**config.mk**
```make
export PLATFORM = sky130hd
export DESIGN_NAME = linescanner_pixel_capture
export DESIGN_NICKNAME = d
export VERILOG_FILES = /design/src/rtl/linescanner_pixel_capture.sv
export SDC_FILE = /design/constraint.sdc
export NUM_CORES = 1
export LEC_CHECK = 0
export ABC_AREA = 0
export BUFFER_PORTS_ARGS = -buffer_cell sky130_fd_sc_hd__buf_2
export CORE_ASPECT_RATIO = 1.2
export CORE_MARGIN = 10
export CORE_UTILIZATION = 55
export DETAILED_ROUTE_END_ITERATION = 10
export GPL_ROUTABILITY_DRIVEN = 0
export HOLD_SLACK_MARGIN = 0.02
export PLACE_DENSITY = 0.87
export SYNTH_ARGS = -nofsm -noshare
export SYNTH_HDL_FRONTEND = slang
export SYNTH_SLANG_ARGS = --single-unit
```
**constraint.sdc**
```tcl
create_clock -name axi_aclk -period 1.8 [get_ports axi_aclk]
set_input_delay 0.36 -clock axi_aclk [delete_from_list [all_inputs] [get_ports axi_aclk]]
set_output_delay 0.36 -clock axi_aclk [all_outputs]
set_load 0.02 [all_outputs]
```
**src/rtl/linescanner_pixel_capture.sv**
```systemverilog
`timescale 1ns / 1ps
`default_nettype none
// ============================================================================
// Module      : linescanner_pixel_capture
// Description : Line-scan sensor driver; divided sensor clock, SI pulse and
//               per-pixel ADC capture with a one-cycle strobe.
//               Optional macro LINESCANNER_TEST_PATTERN_EN replaces ADC data
//               with the pixel index.
// Revision    : 1.0 - initial release
// ============================================================================
module linescanner_pixel_capture #(
  parameter int CLK_DIV         = 4,
  parameter int PIXELS_PER_LINE = 1024,
  parameter int SAMPLE_DELAY    = 2,
  parameter int LINE_GAP        = 16
) (
  input  logic       axi_aclk,
  input  logic       axi_aresetn,
  input  logic       enable,
  input  logic [7:0] adc_data,
  output logic       sensor_clk,
  output logic       sensor_si,
  output logic [7:0] pixel_data,
  output logic       pixel_captured,
  output logic       pixel_last,
  output logic       busy
);

  localparam int DIV_W = (CLK_DIV > 1) ? $clog2(CLK_DIV) : 1;
  localparam int PIX_W = $clog2(PIXELS_PER_LINE);
  localparam int GAP_W = (LINE_GAP > 0) ? $clog2(LINE_GAP + 1) : 1;

  localparam logic [DIV_W-1:0] c_div_last = DIV_W'(CLK_DIV - 1);
  localparam logic [PIX_W-1:0] c_pix_last = PIX_W'(PIXELS_PER_LINE - 1);
  localparam logic [GAP_W-1:0] c_gap_end  = GAP_W'(LINE_GAP);
  localparam logic             c_no_gap   = (LINE_GAP == 0);
  // Sample point expressed as (sensor_clk level, divider count) within the period
  localparam logic             c_smp_high = (SAMPLE_DELAY < CLK_DIV);
  localparam logic [DIV_W-1:0] c_smp_div  =
    DIV_W'((SAMPLE_DELAY < CLK_DIV) ? SAMPLE_DELAY : SAMPLE_DELAY - CLK_DIV);

  typedef enum logic [1:0] {
    ST_IDLE  = 2'd0,
    ST_START = 2'd1,
    ST_READ  = 2'd2,
    ST_GAP   = 2'd3
  } state_t;

  state_t           state_q, state_d;
  logic [DIV_W-1:0] div_q, div_d;
  logic [PIX_W-1:0] pix_q, pix_d;
  logic [GAP_W-1:0] gap_q, gap_d;
  logic [7:0]       data_q, data_d;
  logic             sclk_q, sclk_d;
  logic             si_q, si_d;
  logic             armed_q, armed_d;
  logic             again_q, again_d;
  logic             cap_q, cap_d;
  logic             last_q, last_d;

  logic             w_tick, w_rise, w_fall, w_sample, w_pix_last, w_gap_done, w_again;
  logic [7:0]       w_sample_val;

`ifdef LINESCANNER_TEST_PATTERN_EN
  assign w_sample_val = 8'(pix_q);
`else
  assign w_sample_val = adc_data;
`endif

  always_comb begin
    w_tick     = (state_q != ST_IDLE) && (div_q == c_div_last);
    w_rise     = w_tick && !sclk_q;
    w_fall     = w_tick && sclk_q;
    // armed_q ties each sample to a rise seen in READ, never to the SI rise
    w_sample   = (state_q == ST_READ) && armed_q &&
                 (sclk_q == c_smp_high) && (div_q == c_smp_div);
    w_pix_last = (pix_q == c_pix_last);
    w_gap_done = w_fall && (gap_q == c_gap_end);
    w_again    = c_no_gap ? enable : again_q;
  end

  always_comb begin
    state_d = state_q;
    case (state_q)
      ST_IDLE:  if (enable) state_d = ST_START;
      ST_START: if (w_fall) state_d = ST_READ;
      ST_READ:  if (w_sample && w_pix_last) state_d = ST_GAP;
      ST_GAP:   if (w_gap_done) state_d = w_again ? ST_START : ST_IDLE;
      default:  state_d = ST_IDLE;
    endcase
  end

  always_comb begin
    div_d = '0;
    sclk_d = 1'b0;
    if (state_q != ST_IDLE) begin
      div_d  = w_tick ? '0 : div_q + 1'b1;
      sclk_d = sclk_q ^ w_tick;
    end

    si_d = (state_d == ST_START);

    armed_d = armed_q;
    if (w_sample) armed_d = 1'b0;
    if ((state_q == ST_READ) && w_rise) armed_d = 1'b1;
    if (state_d != ST_READ) armed_d = 1'b0;

    pix_d = pix_q;
    if (w_sample) pix_d = w_pix_last ? '0 : pix_q + 1'b1;

    gap_d   = gap_q;
    again_d = again_q;
    if (state_q != ST_GAP) begin
      gap_d   = '0;
      again_d = 1'b0;
    end else if (w_rise) begin
      again_d = enable;
      if (gap_q != c_gap_end) gap_d = gap_q + 1'b1;
    end

    cap_d  = w_sample;
    last_d = w_sample && w_pix_last;
    data_d = w_sample ? w_sample_val : data_q;
  end

  always_ff @(posedge axi_aclk or negedge axi_aresetn) begin
    if (!axi_aresetn) begin
      state_q <= ST_IDLE;
      div_q   <= '0;
      pix_q   <= '0;
      gap_q   <= '0;
      data_q  <= '0;
      sclk_q  <= 1'b0;
      si_q    <= 1'b0;
      armed_q <= 1'b0;
      again_q <= 1'b0;
      cap_q   <= 1'b0;
      last_q  <= 1'b0;
    end else begin
      state_q <= state_d;
      div_q   <= div_d;
      pix_q   <= pix_d;
      gap_q   <= gap_d;
      data_q  <= data_d;
      sclk_q  <= sclk_d;
      si_q    <= si_d;
      armed_q <= armed_d;
      again_q <= again_d;
      cap_q   <= cap_d;
      last_q  <= last_d;
    end
  end

  assign sensor_clk     = sclk_q;
  assign sensor_si      = si_q;
  assign pixel_data     = data_q;
  assign pixel_captured = cap_q;
  assign pixel_last     = last_q;
  assign busy           = (state_q != ST_IDLE);

endmodule
`default_nettype wire

```
==> results.md, run 1 <==
- Die X: 68.4 um
- Slew @ Worst Pin: 710 ps
- CP Capture Type: flip-flop
- Core area: 2760 um2
- Relative slew slack: 52.7%
- Startpoint class of the critical path: flip-flop
- Worst setup margin: 118 ps
- Async S/R FF share, synth: 100%
- Routed WL: 3430 um
- Status: complete, no violations
- Worst Path Arrival: 1900 ps
- Synth top cells by count: 36 x nand2_1, 33 x dfrtp_1, 15 x nor2_1
- Cell-internal power: 1.16 mW
- Maximum fanout along the worst path: 8
- Combinational Power Share: 26.0%
- Routed WL per cell: 15.3 um
- Crit path required time: 2020 ps
- Avg Cell Area, Syn: 10.1 um2
- RR Endpoint: pix_q[5]
- Highest Clock Rate: 594 MHz
- Top cells by area, synth: dfrtp_1 53%, nand2_1 8.7%, ha_1 5.7%, nor2_1 3.6%, xnor2_1 2.8%
- Sequential area share after synthesis: 53.3%
- Nets: 207
- Clock sink count: 33
- CTS tree: built
- Synth Area in Compound Gates: 3.96%
- Max-slew violations: 0
- Antenna violations before repair: 0
- Final Core Density: 65.7%
- Share of cells above drive strength 1: 23.7%
- Layout area overhead: 17.0%
- Clock Tree Buf Depth: 2
- Cell Pwr Density: 954 nW/um2
- RSZ-0062 raised after global routing: yes
- Synth Net Count: 172
- Register-to-Register Setup Slack: 120 ps
- Netlist Area Pre-Place: 1550 um2
- Via/cell ratio: 5.46
- Initial Util: 56.1%
- Hold WC Path Type: primary input to asynchronous set/reset pin
- XOR/XNOR Fraction of Synth Area: 5.65%
- Most frequent cell after synthesis: nand2_1
- Clock Latency Late Sink: 330 ps
- Register-to-Register Path Depth: 7
- Die height: 78.1 um
- Post-Syn Instances: 154
- Total CTS buffers: 5
- Number of diodes: 0
- Sw Share: 32.8%
- Initial drt markers: 47
- Vias in the first global route: 1295
- Clk_skew: 7.71 ps
- Leakage power: 0.884 nW
- Multiplexer share of the synthesized area: 0.646%
- NetSw: 0.567 mW
- Synthesis Warnings: 0
- Flop pwr share: 51.5%
- Final critical-path share of the clock period: 93.5%
- Synth top area share: 53.3%
- Largest net degree at the start of global routing: 34
- Max-Cap Viols: 0
- Residual DRC count: 0
- Post-synthesis adder-cell area fraction: 5.65%
- Row count: 21
- EDFF count, synth: 0
- Largest family of logic cells by synthesized area: simple AND/OR/NAND/NOR gates
- Yosys cell types: 34
- Post-Synth Simple-Gate Area: 27.2%
- Crit path from: div_q[0]
- Clock slew at reported path FFs: 100 ps
- Minimum clock period: 1680 ps
- Cell area after layout: 1810 um2
- Gr usage total: 14.0%
- Top FF cell, synth: dfrtp_1
- Final Setup Violations: 0
- Htree depth: 2
- Total Power: 1.73 mW
- Pre-CTS WS: 90.8 ps
- Peak VDD IR: 798 uV
- Crit path kind: flip-flop to flip-flop
- Overflow after GRT: 0
- Clock Power Share: 22.6%
- Via Count: 1222
- Port Buffers: 23
- Yosys top cell by area: dfrtp_1
- Pre-Repair DR Iteration Count: 4
- First-pass GRT wire length: 5750 um
- DP Area: 1710 um2
- Critical path endpoint: pix_q[5]
- Antenna-violating nets left: 0
- Ports: 24
- Die area: 5350 um2
- DP HPWL: 2470 um
- Clock Tree Root: clkbuf_4
- RR Startpoint: div_q[0]
- Register bit count reported by yosys: 33
- Hold Fails Final Rpt: 0
layout by cell type (no fill, tap or decap), drive strengths merged, types with 2 or more instances in the layout:
cell type / count
nor3: 5
nor2: 15
buf: 31
nor4: 5
inv: 8
a21oi: 2
ha: 7
nand2: 36
xor2: 5
dfrtp: 33
nand3: 8
nor2b: 2
nand4: 4
xnor2: 5
clkbuf: 8
worst max-delay path: stages, from the launching register on:
cell      delay [ps]
dfrtp_1          410
inv_1             70
ha_1             200
nand4b_4         190
or2_4            330
buf_4            160
nor2_1           140
nor2_1            70
stage by stage:
stage	setup TNS (ps)	hold WS, ps	instances
finish	0	61.1	224
global route	-16.4	108	224
CTS	0	87.5	219
detailed placement	0	453	211
global placement	0	435	211
floorplan	0	64.4	154
how the worst min path moves through the flow:
stage	end	slack, ps	startpoint	depth (start not counted)
final	sensor_si	60	axi_aresetn	1
after global routing	state_q[1]	110	axi_aresetn	1
after CTS	sensor_si	90	axi_aresetn	1
after detailed placement	sensor_si	450	axi_aresetn	1
after global placement	sensor_si	440	axi_aresetn	1
after floorplan	again_q	60	axi_aresetn	0
power groups by stage:
stage	sequential, mW	combinational (mW)	clock [mW]
global route	0.900	0.506	0.440
detailed placement	0.905	0.426	0
floorplan	0.929	0.242	0
CTS	0.890	0.427	0.399
finish	0.890	0.449	0.390
global placement	0.897	0.394	0
cell families (layout without fill, tap and decap cells):
kind of cell / Yosys count / after routing
buffers and inverters: 12 / 48
adders and majority gates: 7 / 7
AOI/OAI and AO/OA: 9 / 9
muxes: 1 / 1
xor gates and xnor gates: 10 / 10
and+or+nand+nor: 82 / 82
DFF: 33 / 33
area by class of cell:
class / instances / area (um2)
flip-flops and latches: 33 / 826
multi-input cells: 109 / 686
fillers: 220 / 946
well taps: 34 / 42.5
inverters: 9 / 35.0
clock buffers: 8 / 48.8
repair buffers: 31 / 175
per-layer routing:
layer | routed length, um | GRT usage (%) | vias to the layer above
met3 | 259 | 6.68 | 9
li1 | - | - | 586
met2 | 1770 | 22.6 | 38
met1 | 1330 | 14.9 | 589
met4 | 71 | 6.45 | 0
met5 | 0 | 0 | -
flip-flops by register name, summed over array words and instances (netlist names):
register / flops
pixel_last: 1
again_q: 1
sensor_si: 1
state_q: 2
sensor_clk: 1
div_q: 2
pix_q: 10
pixel_captured: 1
pixel_data: 8
gap_q: 5
armed_q: 1
what timing repair did:
item                                    in CTS  in global routing
gates resized for setup                      0                  4
hold buffers                                 0                  0
setup buffers                                0                  5
endpoints found under the setup margin       0                 15
(Power assumes the default switching activity.)
==> run 2: changes to the inputs <==
CELL_PAD_IN_SITES_DETAIL_PLACEMENT = 2   (was default)
CELL_PAD_IN_SITES_GLOBAL_PLACEMENT = 2   (was default)
CORE_UTILIZATION = 35   (was 55)
==> run 2 against run 1 <==
  * Sequential share of layout area shrank 1.5 points
  * Die area grew 40%
  * Worst setup slack lost 74 ps
  * Routed wire length grew 32%
  * Core utilization shrank 22 points
  * First-iteration DRC count shrank 34%
  * Via count grew 1.2%
  * Global-route usage shrank 1.7 points
  * Critical path depth is the same
  * Register-to-register slack lost 70 ps
  * Critical endpoint is now pix_q[4]
  * Largest cell class unchanged
  * Largest power group unchanged
==> results.md, run 2 (synthesis gave the netlist of run 1 again) <==
- Vias in the first global route: 1478 (+14%)
- Placed cells: 233 (+10%)
- Layout area overhead: 21.2%
- Number of diodes: 0 (unchanged)
- CTS tree: built
- Antenna-violating nets left: 0 (unchanged)
- Clock Power Share: 29.2% (+6.6 points)
- Row count: 26 (+24%)
- Ports: 24 (unchanged)
- Largest register FFs: 10 (unchanged)
- Highest Clock Rate: 570 MHz (-4.2%)
- Setup TNS: 0 ps (unchanged)
- Cell Pwr Density: 1020 nW/um2 (+7.4%)
- Leakage power: 0.900 nW (+1.8%)
- Combinational Power Share: 24.4% (-1.6 points)
- NetSw: 0.604 mW (+6.5%)
- Pre-CTS WS: 38.2 ps (-52.6 ps)
- CP Capture Type: flip-flop
- Crit path required time: 1970 ps (-50 ps)
- DP Area: 1740 um2 (+1.6%)
- Routed WL per cell: 18.6 um (+21%)
- Clk_skew: 3.69 ps (-4.02 ps)
- Gr usage total: 12.3% (-1.7 points)
- Max-Cap Viols: 0 (unchanged)
- Port Buffers: 23 (unchanged)
- Cell-internal power: 1.32 mW (+13%)
- Routed WL: 4530 um (+32%)
- Most frequent cells in the layout: 36 x nand2_1, 33 x dfrtp_1, 23 x buf_2
- Die area: 7500 um2 (+40%)
- Die height: 92.9 um (+19%)
- Nets: 206 (-0.48%)
- Commonest non-fill, non-tap cell in the layout: nand2_1
- Overflow after GRT: 0 (unchanged)
- Startpoint class of the critical path: flip-flop
- Worst Path Arrival: 1930 ps (+30 ps)
- Initial Util: 36.3% (-20 points)
- Final critical-path share of the clock period: 97.5% (+4.1 points)
- Antenna violations before repair: 0 (unchanged)
- Core area: 4260 um2 (+54%)
- Via Count: 1237 (+1.2%)
- Top reg by flops: pix_q
- Sw Share: 31.4% (-1.4 points)
- Max-slew violations: 0 (unchanged)
- Hold Fails Final Rpt: 0 (unchanged)
- Die X: 80.7 um (+18%)
- Hold WC Path Type: primary input to asynchronous set/reset pin
- Residual DRC count: 0 (unchanged)
- Clock Tree Buf Depth: 2 (unchanged)
- Clock Latency Late Sink: 290 ps (-40 ps)
- Via/cell ratio: 5.07 (-7.1%)
- Slew @ Worst Pin: 756 ps (+46.1 ps)
- Peak VDD IR: 399 uV (-50%)
- Clock Tree Root: clkbuf_8
- Clock slew at reported path FFs: 60 ps (-40 ps)
- RSZ-0062 raised after global routing: yes
- Final Setup Violations: 0 (unchanged)
- Initial drt markers: 31 (-34%)
- Status: complete, no violations
- Largest net degree at the start of global routing: 34 (unchanged)
- Minimum clock period: 1760 ps (+73.6 ps)
- Clock sink count: 33 (unchanged)
- Htree depth: 2 (unchanged)
- Total CTS buffers: 5 (unchanged)
- Maximum fanout along the worst path: 10 (+2)
- Post-Layout Cell Count: 244 (+8.9%)
- First-pass GRT wire length: 7250 um (+26%)
- Relative slew slack: 49.6% (-3.1 points)
- Flop pwr share: 46.4% (-5.1 points)
- Share of cells above drive strength 1: 24.5% (+0.78 points)
- Crit path kind: flip-flop to flip-flop
- Worst setup margin: 44.1 ps (-73.6 ps)
- Cell area after layout: 1880 um2 (+3.5%)
- DP HPWL: 3180 um (+29%)
- Pre-Repair DR Iteration Count: 3 (-1)
[run 2: power groups by stage]
stage / Sequential, mW / Combinational, mW / Clock (mW)
6_report: 0.893 / 0.468 / 0.561
5_1_grt: 0.903 / 0.531 / 0.616
4_1_cts: 0.893 / 0.447 / 0.574
3_5_place_dp: 0.906 / 0.442 / 0
3_3_place_gp: 0.901 / 0.407 / 0
2_1_floorplan: 0.929 / 0.242 / 0
[run 2: cell type report]
class                      count  area, um2
clock buffer                   7       86.3
sequential                    33        826
timing repair buffer          30        168
tap                           56       70.1
fill                         467       2380
inverter                       9       35.0
multi-input combinational    109        692
[run 2: path summary, 6_finish.rpt]
kind | start | end | slack (ps) | cells after the start
min | axi_aresetn | state_q[1] | 140 | 1
min reg2reg | pixel_data[6] | pixel_data[6] | 480 | 2
min in group axi_aclk | adc_data[6] | pixel_data[6] | 260 | 3
max reg2reg | div_q[0] | pix_q[4] | 40 | 7
max | div_q[0] | pix_q[4] | 40 | 7
max in group asynchronous | axi_aresetn | pixel_data[7] | 1180 | 1
[run 2: worst max-delay path, stage by stage (launching register included)]
cell      delay (ps)
dfrtp_1          400
inv_1             70
ha_1             190
nand4b_4         220
or2_4            340
clkinv_2         100
nand4_1          160
xnor2_1          160
[run 2: metrics by stage]
| step | utilization (%) | power, mW | hold WS [ps] |
|---|---|---|---|
| finish | 44.0 | 1.92 | 138 |
| detailed placement | 40.8 | 1.35 | 466 |
| floorplan | - | 1.17 | 64.4 |
| CTS | 42.8 | 1.91 | 167 |
| global route | 44.0 | 2.05 | 191 |
| global placement | 40.8 | 1.31 | 448 |
[run 2: routing by layer]
layer	wire length, um	global-route usage, %	share of wire [%]
met1	1820	12.4	40
met5	0	0	0
met2	2410	22.5	53
met3	222	4.74	4.9
met4	78	3.90	1.7
[run 2: timing repair]
action	CTS	global route
hold buffers	0	0
endpoints found under the setup margin	0	16
resized for setup	0	5
buffers inserted	0	4
endpoints found under the hold margin	0	0
==> run 3: changes to the inputs <==
RECOVER_POWER = 50   (was default)
REMOVE_ABC_BUFFERS = 1   (was default)
==> run 3 against run 2 <==
  * Worst setup slack lost 37 ps
  * Clock power grew 11%
  * Design area grew 4.2%
  * Sequential cell count is the same
  * Non-clock buffer count grew 3
  * Global-route usage is essentially flat
  * Critical path depth is the same
  * Clock skew grew 3.0 ps
  * First-iteration DRC count grew 110%
  * Largest cell class unchanged
==> results.md, run 3 (synthesis gave the netlist of run 1 again) <==
- Final Core Density: 45.9% (+1.8 points)
- Clock slew at reported path FFs: 70 ps (about the same)
- Die area: 7500 um2 (unchanged)
- Vias in the first global route: 1473 (-0.34%)
- Clk_skew: 6.66 ps (+2.97 ps)
- Largest net degree at the start of global routing: 34 (unchanged)
- Max-Cap Viols: 0 (unchanged)
- # fillers: 458 (-1.9%)
- CTS tree: built
- Initial Util: 36.3% (unchanged)
- Status: complete, no violations
- Share of cells above drive strength 1: 28.6% (+4.2 points)
- DP HPWL: 3220 um (+1.3%)
- Cell area after layout: 1960 um2 (+4.2%)
- Reg area: 826 um2 (unchanged)
- Clock Tree Root: clkbuf_8
- Startpoint class of the critical path: flip-flop
- Maximum fanout along the worst path: 10 (unchanged)
- WL met1: 1820 um (+0.16%)
- Worst hold slack: 164 ps (+26.5 ps)
- Die height: 92.9 um (unchanged)
- Hold Fails Final Rpt: 0 (unchanged)
- Nets: 209 (+1.5%)
- CP Capture Type: flip-flop
- Clock sink count: 33 (unchanged)
- Slew @ Worst Pin: 846 ps (+90.1 ps)
- Layout area overhead: 26.3%
- Initial drt markers: 64 (+110%)
- Total CTS buffers: 5 (unchanged)
- Area of the multi-input gates: 733 um2 (+6.0%)
- Setup TNS: 0 ps (unchanged)
- Clock Latency Late Sink: 290 ps (about the same)
- Commonest non-fill, non-tap cell in the layout: nand2_1
- Minimum clock period: 1790 ps (+37.5 ps)
- Overflow after GRT: 0 (unchanged)
- Final critical-path share of the clock period: 99.6% (+2.1 points)
- Largest register FFs: 10 (unchanged)
- Htree depth: 2 (unchanged)
- Highest Clock Rate: 558 MHz (-2.1%)
- Residual DRC count: 0 (unchanged)
- Clock Tree Buf Depth: 2 (unchanged)
- Via/cell ratio: 5.12 (+1.0%)
- Top reg by flops: pix_q
- Number of diodes: 0 (unchanged)
- Relative slew slack: 43.6% (-6.0 points)
- Most frequent cells in the layout: 36 x nand2_1, 33 x dfrtp_1, 22 x buf_2
- Met2 wire len: 2720 um (+13%)
- Antenna-violating nets left: 0 (unchanged)
- Core area: 4260 um2 (unchanged)
- Worst Path Arrival: 1960 ps (+30 ps)
- Port Buffers: 23 (unchanged)
- Ports: 24 (unchanged)
- Via Count: 1270 (+2.7%)
- First-pass GRT wire length: 7250 um (unchanged)
- Crit path required time: 1970 ps (about the same)
- Gr usage total: 12.3% (about the same)
- Row count: 26 (unchanged)
- Hold WC Path Type: primary input to asynchronous set/reset pin
- Pre-Repair DR Iteration Count: 4 (+1)
- Cell Pwr Density: 1040 nW/um2 (+1.6%)
- Max-slew violations: 0 (unchanged)
- Routed WL: 4870 um (+7.5%)
- Die X: 80.7 um (unchanged)
- Leakage power: 0.944 nW (+4.8%)
- Antenna violations before repair: 0 (unchanged)
- RSZ-0062 raised after global routing: yes
- Total Power: 2.03 mW (+5.8%)
- DP Area: 1740 um2 (unchanged)
- Top Layer Used: met4
- Crit path kind: flip-flop to flip-flop
- DR WL met3: 212 um (-4.5%)
- Final Setup Violations: 0 (unchanged)
- Routed WL per cell: 19.6 um (+5.8%)
- Peak VDD IR: 418 uV (+4.5%)
- Hold_buf cts: 0 (unchanged)
## run 3: cell types whose count changed in the layout (fill, tap and decap cells not counted), sizes merged
cell | previous run | this run
clkinv | 1 | 2
buf | 30 | 32
clkbuf | 7 | 8
## run 3: area by class of cell
type / instances / share of cell area, %
Clock buffer: 7 / 4.93
Clock inverter: 1 / 0.256
Inverter: 9 / 1.79
Multi-Input combinational cell: 109 / 37.5
Sequential cell: 33 / 42.2
Tap cell: 56 / 3.58
Timing Repair Buffer: 33 / 9.72
## run 3: where the power goes
part / internal (mW) / total, mW / switching (mW) / leakage (nW)
clock: 0.346 / 0.624 / 0.279 / 0.0542
sequential: 0.822 / 0.911 / 0.0887 / 0.403
combinational: 0.203 / 0.500 / 0.297 / 0.486
total: 1.37 / 2.03 / 0.664 / 0.944
## run 3: timing repair
action	4_1_cts	5_1_grt
setup buffers	0	7
gates resized for setup	1	12
cloned	0	0
endpoints found under the hold margin	0	0
pin swaps	2	6
setup endpoints to repair	1	15
## run 3: final timing paths
| path | to | slack (ps) | cells past startpoint | start |
|---|---|---|---|---|
| min reg2reg | pixel_data[2] | 480 | 2 | pixel_data[2] |
| max reg2reg | pix_q[4] | 7 | 7 | div_q[0] |
| max | pix_q[4] | 7 | 7 | div_q[0] |
| max in group asynchronous | pix_q[9] | 1110 | 1 | axi_aresetn |
| min | sensor_clk | 160 | 1 | axi_aresetn |
| min in group axi_aclk | pixel_data[6] | 260 | 3 | adc_data[6] |
## run 3: routing by layer
layer	vias to the layer above	track usage, %
li1	583	-
met1	642	12.3
met4	0	4.62
met5	-	0
met3	11	4.35
met2	34	22.5
## run 3: through the flow
stage / instances / worst slack [ps]
3_3_place_gp: 233 / 156
6_report: 248 / 6.65
3_5_place_dp: 233 / 3.80
2_1_floorplan: 151 / 171
5_1_grt: 248 / -63.5
4_1_cts: 241 / 24.5
## run 3: worst max-delay path, cell delays in order, from the launching register on
cell      delay (ps)
dfrtp_1          410
inv_1             80
ha_1             210
nand4b_4         220
or2_4            360
clkinv_2         100
nand4_1          120
xnor2_1          160
